==> src/rtl/t05_pkg.sv <==
// ============================================================================
//  Module   : t05_pkg
//  Brief    : Shared Huffman types, htree node layout and the null-element code.
//  Revision : 1.0 - initial release
// ============================================================================
`default_nettype none

package t05_pkg;

  typedef enum logic [2:0] {
    ST_IDLE   = 3'd0,
    ST_FETCH  = 3'd1,
    ST_WAIT   = 3'd2,
    ST_DECODE = 3'd3,
    ST_EMIT   = 3'd4,
    ST_DONE   = 3'd5,
    ST_ERROR  = 3'd6
  } state_e;

  localparam int IDX_W      = 7;
  localparam int CNT_W      = 16;
  localparam int ELEM_W     = 9;
  localparam int H_ELEM_W   = 71;
  localparam int LEAST1_MSB = 63;
  localparam int LEAST1_LSB = 55;
  localparam int LEAST2_MSB = 54;
  localparam int LEAST2_LSB = 46;

  // Bit 8 set marks a sum node; this one pattern marks an empty slot.
  localparam logic [ELEM_W-1:0] NULL_ELEM = 9'b1_1000_0000;

endpackage

`default_nettype wire

==> src/rtl/t05_huff_decoder.sv <==
// ============================================================================
//  Module   : t05_huff_decoder
//  Brief    : Walks the htree one bit at a time and emits decoded characters.
//  Revision : 1.0 - initial release
// ============================================================================
`default_nettype none

module t05_huff_decoder
  import t05_pkg::*;
(
  input  logic                clk,
  input  logic                rst,
  input  logic                start,
  input  logic [IDX_W-1:0]    max_index,
  input  logic [CNT_W-1:0]    bit_total,
  input  logic                bit_in,
  input  logic                bit_valid,
  output logic                bit_ready,
  output logic                h_read,
  output logic [IDX_W-1:0]    h_index,
  input  logic                h_valid,
  input  logic [H_ELEM_W-1:0] h_element,
  output logic [7:0]          char_out,
  output logic                char_valid,
  input  logic                char_ready,
  output logic                busy,
  output logic                finished,
  output logic                error,
  output logic [2:0]          state
);

  state_e              state_q, state_d;
  logic [IDX_W-1:0]    node_q, node_d;
  logic [IDX_W-1:0]    root_q, root_d;
  logic [CNT_W-1:0]    bits_left_q, bits_left_d;
  logic [ELEM_W-1:0]   least1_q, least1_d;
  logic [ELEM_W-1:0]   least2_q, least2_d;
  logic [7:0]          char_q, char_d;
  logic [ELEM_W-1:0]   child;

  // Only the two child fields of a node word matter to the decoder.
  wire unused_h_bits = ^{h_element[H_ELEM_W-1:LEAST1_MSB+1], h_element[LEAST2_LSB-1:0]};

  always_ff @(posedge clk or posedge rst) begin
    if (rst) begin
      state_q     <= ST_IDLE;
      node_q      <= '0;
      root_q      <= '0;
      bits_left_q <= '0;
      least1_q    <= '0;
      least2_q    <= '0;
      char_q      <= '0;
    end else begin
      state_q     <= state_d;
      node_q      <= node_d;
      root_q      <= root_d;
      bits_left_q <= bits_left_d;
      least1_q    <= least1_d;
      least2_q    <= least2_d;
      char_q      <= char_d;
    end
  end

  always_comb begin
    state_d     = state_q;
    node_d      = node_q;
    root_d      = root_q;
    bits_left_d = bits_left_q;
    least1_d    = least1_q;
    least2_d    = least2_q;
    char_d      = char_q;
    child       = bit_in ? least2_q : least1_q;

    case (state_q)
      ST_IDLE, ST_DONE, ST_ERROR: begin
        if (start) begin
          node_d      = max_index;
          root_d      = max_index;
          bits_left_d = bit_total;
          state_d     = (bit_total == '0) ? ST_DONE : ST_FETCH;
        end
      end
      ST_FETCH: state_d = ST_WAIT;
      ST_WAIT: begin
        if (h_valid) begin
          least1_d = h_element[LEAST1_MSB:LEAST1_LSB];
          least2_d = h_element[LEAST2_MSB:LEAST2_LSB];
          state_d  = ST_DECODE;
        end
      end
      ST_DECODE: begin
        if (bit_valid) begin
          if (bits_left_q != '0) bits_left_d = bits_left_q - 16'd1;
          if (child == NULL_ELEM) begin
            state_d = ST_ERROR;
          end else if (!child[ELEM_W-1]) begin
            char_d  = child[7:0];
            state_d = ST_EMIT;
          end else if (bits_left_q <= 16'd1) begin
            // Stream ran out while still inside the tree.
            state_d = ST_ERROR;
          end else begin
            node_d  = child[IDX_W-1:0];
            state_d = ST_FETCH;
          end
        end
      end
      ST_EMIT: begin
        if (char_ready) begin
          if (bits_left_q == '0) begin
            state_d = ST_DONE;
          end else begin
            node_d  = root_q;
            state_d = ST_FETCH;
          end
        end
      end
      default: state_d = ST_IDLE;
    endcase
  end

  assign bit_ready  = (state_q == ST_DECODE);
  assign h_read     = (state_q == ST_FETCH);
  assign char_valid = (state_q == ST_EMIT);
  assign busy       = (state_q == ST_FETCH) || (state_q == ST_WAIT) ||
                      (state_q == ST_DECODE) || (state_q == ST_EMIT);
  assign finished   = (state_q == ST_DONE);
  assign error      = (state_q == ST_ERROR);
  assign h_index    = node_q;
  assign char_out   = char_q;
  assign state      = state_q;

endmodule

`default_nettype wire

==> config.mk <==
export PLATFORM = sky130hd
export DESIGN_NAME = t05_huff_decoder
export DESIGN_NICKNAME = d
export VERILOG_FILES = /design/src/rtl/t05_pkg.sv /design/src/rtl/t05_huff_decoder.sv
export SDC_FILE = /design/constraint.sdc
export NUM_CORES = 1
export LEC_CHECK = 0
export CAP_MARGIN = 40
export CORE_AREA = 2 2 75 113
export CTS_BUF_LIST = sky130_fd_sc_hd__clkbuf_8
export DETAILED_ROUTE_END_ITERATION = 6
export DIE_AREA = 0 0 77 115
export PLACE_DENSITY = 0.89
export SLEW_MARGIN = 20
export SYNTH_ARGS = -nofsm -noshare
export SYNTH_HDL_FRONTEND = slang
export SYNTH_SLANG_ARGS = --single-unit
==> constraint.sdc <==
create_clock -name clk -period 2.09 [get_ports clk]
set_clock_uncertainty 0.15 [all_clocks]
set_input_delay 0.418 -clock clk [delete_from_list [all_inputs] [get_ports clk]]
set_output_delay 0.418 -clock clk [all_outputs]
set_load 0.01 [all_outputs]
==> results.yml <==
synthesis:
  synth.ff_latch_count: 59
  ys_seq_area_share_pct: 46.66
  synthCells: 312
  synth-adder-area-share_pct: 1.503
  synth_flop_cell: "dfrtp_1"
  yosys.area_share.simple_pct: 15.18
  async_flop_share_pct: 100.0
  yosysUniqueCellTypes: 55
  muxShareOfSynthArea_pct: 14.23
  syn_avg_cell_area_um2: 10.14
  yosys_warnings: 0
  syn-num-nets: 416
  synth_area_um2: 3164
  synth_xor_area_share_pct: 0.5536
  synth_compound_area_share_pct: 18.15
  synth_top_family_by_area: "compound AO/OA/AOI/OAI gates"
  synth_edf_count: 0
routing:
  wirelength_um: 9009
  vias: 3063
  drc_errors: 0
  antenna_left: 0
  avgRoutedWirePerCell_um: 16.17
  drt_iter0_drc: 222
  drt-pass1-iter-count: 5
  vias_per_cell: 5.499
clock_tree:
  cts_max_level: 3
  cts_tree: "done"
  clock_sinks: 59
  insertion_delay_ns: 0.34
  root_buffer: "clkbuf_8"
  cts_buffers: 9
  cts.clk_slew.worst_paths_ns: 0.06
  cts_buffer_depth: 2
cells_and_area:
  final_cell_mix: "buf_4 (61), clkdlybuf4s50_1 (61), dfrtp_1 (56)"
  fin_cells: 557
  layout-drive-gt1-share_pct: 32.30
  diodes: 0
  final_area_um2: 4817
  area_growth_syn_to_layout_pct: 52.23
  nNetsFinal: 553
critical_path:
  critPathMaxFanout: 7
  critical_path_class: "flop to flop"
  crit_slowest_cell: "dfrtp_2"
  critical_path.most_common_cell: "a211o_1"
  worstPathCellList: "buf_6 -> buf_4 -> nand2_4 -> o32ai_2 -> a211o_1 -> a211o_1 -> a21oi_4 -> buf_12 -> mux2_4"
  crit_path_end_kind: "flop"
  worstPathRequired_ns: 2.17
  critPathArrivalTime_ns: 2.32
  max_stage_delay_ns: 0.43
  crit_path_start_kind: "flop"
sta:
  max_freq_mhz: 446.2
  setup_viol: 8
  drv_slew: 0
  tightestPinTransition_ns: 0.4618
  hold_viol: 0
  setup_slack_ns: -0.1513
  min_period_ns: 2.241
  period_share_pct: 107.2
  maxSlewHeadroom_pct: 68.93
  setup_tns_ns: -1.022
  rsz0062_at_grt: "true"
floorplanning:
  core_um2: 7908
  die_x_um: 77
  ioPinCount: 125
  die_area_um2: 8855
  initial_core_util_pct: 40.02
  num_rows: 40
  die_y_um: 115
grt:
  antenna_found_initial: 0
  grt-ovfl-total: 0
  grt_pass1_vias: 3127
  grt_max_degree: 60
  grt_first_pass_wirelength_um: 14410
  grtUsageTotal_pct: 20.76
pwr:
  leakage_nw: 2.085
  max-vdd-ir-drop_mv: 0.7446
  powerDensity_nw_per_um2: 1622
placed_design:
  pre_cts_ws_ns: -0.5562
  placed_cell_area_um2: 4373
  placedCellCount: 525
  portBuffers: 71
  gp_congestion: 0.9268
  place_hpwl_um: 6594
run_status:
  status: "finished with violations"
  violations: "setup timing"
worst_hold_path:
  hp-class: "primary input to async pin"
job:
  cap_violations: 0
==> flip-flops by register name, indices dropped and copies added (netlist names) <==
register / cells
bits_left_q: 16
char_out: 8
h_index: 7
least1_q: 9
least2_q: 9
root_q: 7
state: 3
==> timing repair <==
item / CTS / global route
pin swaps: 9 / 9
buffers inserted: 15 / 3
hold buffers: 0 / 0
cloned: 2 / 0
endpoints found under the setup margin: 29 / 28
resized for setup: 41 / 19
==> power by group <==
part / leakage (nW) / switching [mW] / internal, mW
logic: 1.29 / 2.01 / 2.53
clock network: 0.108 / 0.425 / 0.647
registers: 0.692 / 0.449 / 1.75
==> final cells by class <==
type	count	area (um2)
flip-flops and latches	59	1480
inverters	7	35.03
clock buffers	9	123.9
well taps	105	131.4
repair buffers	143	1300
multi-input cells	229	1674
fillers	651	3090
clock inverters	5	72.57
==> cells in the mapped netlist, drive strengths merged (3+ instances only) <==
cell type	count	area, um2
o21ai	25	128.9
nor3	8	45.04
clkbuf	6	22.52
inv	6	22.52
a21oi	18	101.4
nor2	44	165.2
nand2	11	41.29
nand3	3	20.02
buf	11	68.81
and3	3	18.77
a22oi	6	45.04
dfrtp	59	1476
nand2b	6	37.54
a221o	7	70.07
nor4	10	62.56
o22a	5	43.79
mux2i	9	90.09
ha	3	37.54
a31oi	5	31.28
mux2	32	360.4
==> metrics by stage <==
stage / hold slack (ns) / total power, mW / utilization (%)
global placement: 0.3394 / 5.881 / 55.30
finish: 0.3525 / 7.814 / 60.92
floorplan: 0.3213 / 4.377 / -
global route: 0.3784 / 8.292 / 60.92
CTS: 0.3573 / 7.678 / 60.49
detailed placement: 0.3473 / 6.084 / 55.30
==> worst paths after layout <==
path / from / to / slack [ns] / cells after the start
setup / recovery: state[1] / h_index[0] / -0.15 / 9
hold reg to reg: root_q[0] / root_q[0] / 0.36 / 1
max in group asynchronous: rst / state[2] / 1.15 / 3
setup reg to reg: state[1] / h_index[0] / -0.15 / 9
hold / removal: rst / root_q[4] / 0.35 / 3
min in group clk: root_q[0] / root_q[0] / 0.36 / 1
==> cells by family after synthesis <==
group           count (synthesis)
flops                          59
xor+xnor                        2
simple gates                   98
compound gates                 84
fa+ha+maj                       4
mux                            41
buf+inv                        24
==> critical path: cells and delay by family, from the launching register on <==
family | cells | cell delay (ns)
flops | 1 | 0.43
mux | 1 | 0.30
buf+inv | 3 | 0.40
compound gates | 4 | 0.79
simple gates | 1 | 0.06
==> metal layers <==
layer / global-route usage, % / wire (um) / up-vias
met5: 0 / 0 / -
met3: 3.689 / 446 / 31
li1: - / - / 1429
met2: 38.77 / 4901 / 123
met4: 13.45 / 408 / 0
met1: 21.17 / 3252 / 1480
No activity file was read; power rests on OpenSTA's default activity.
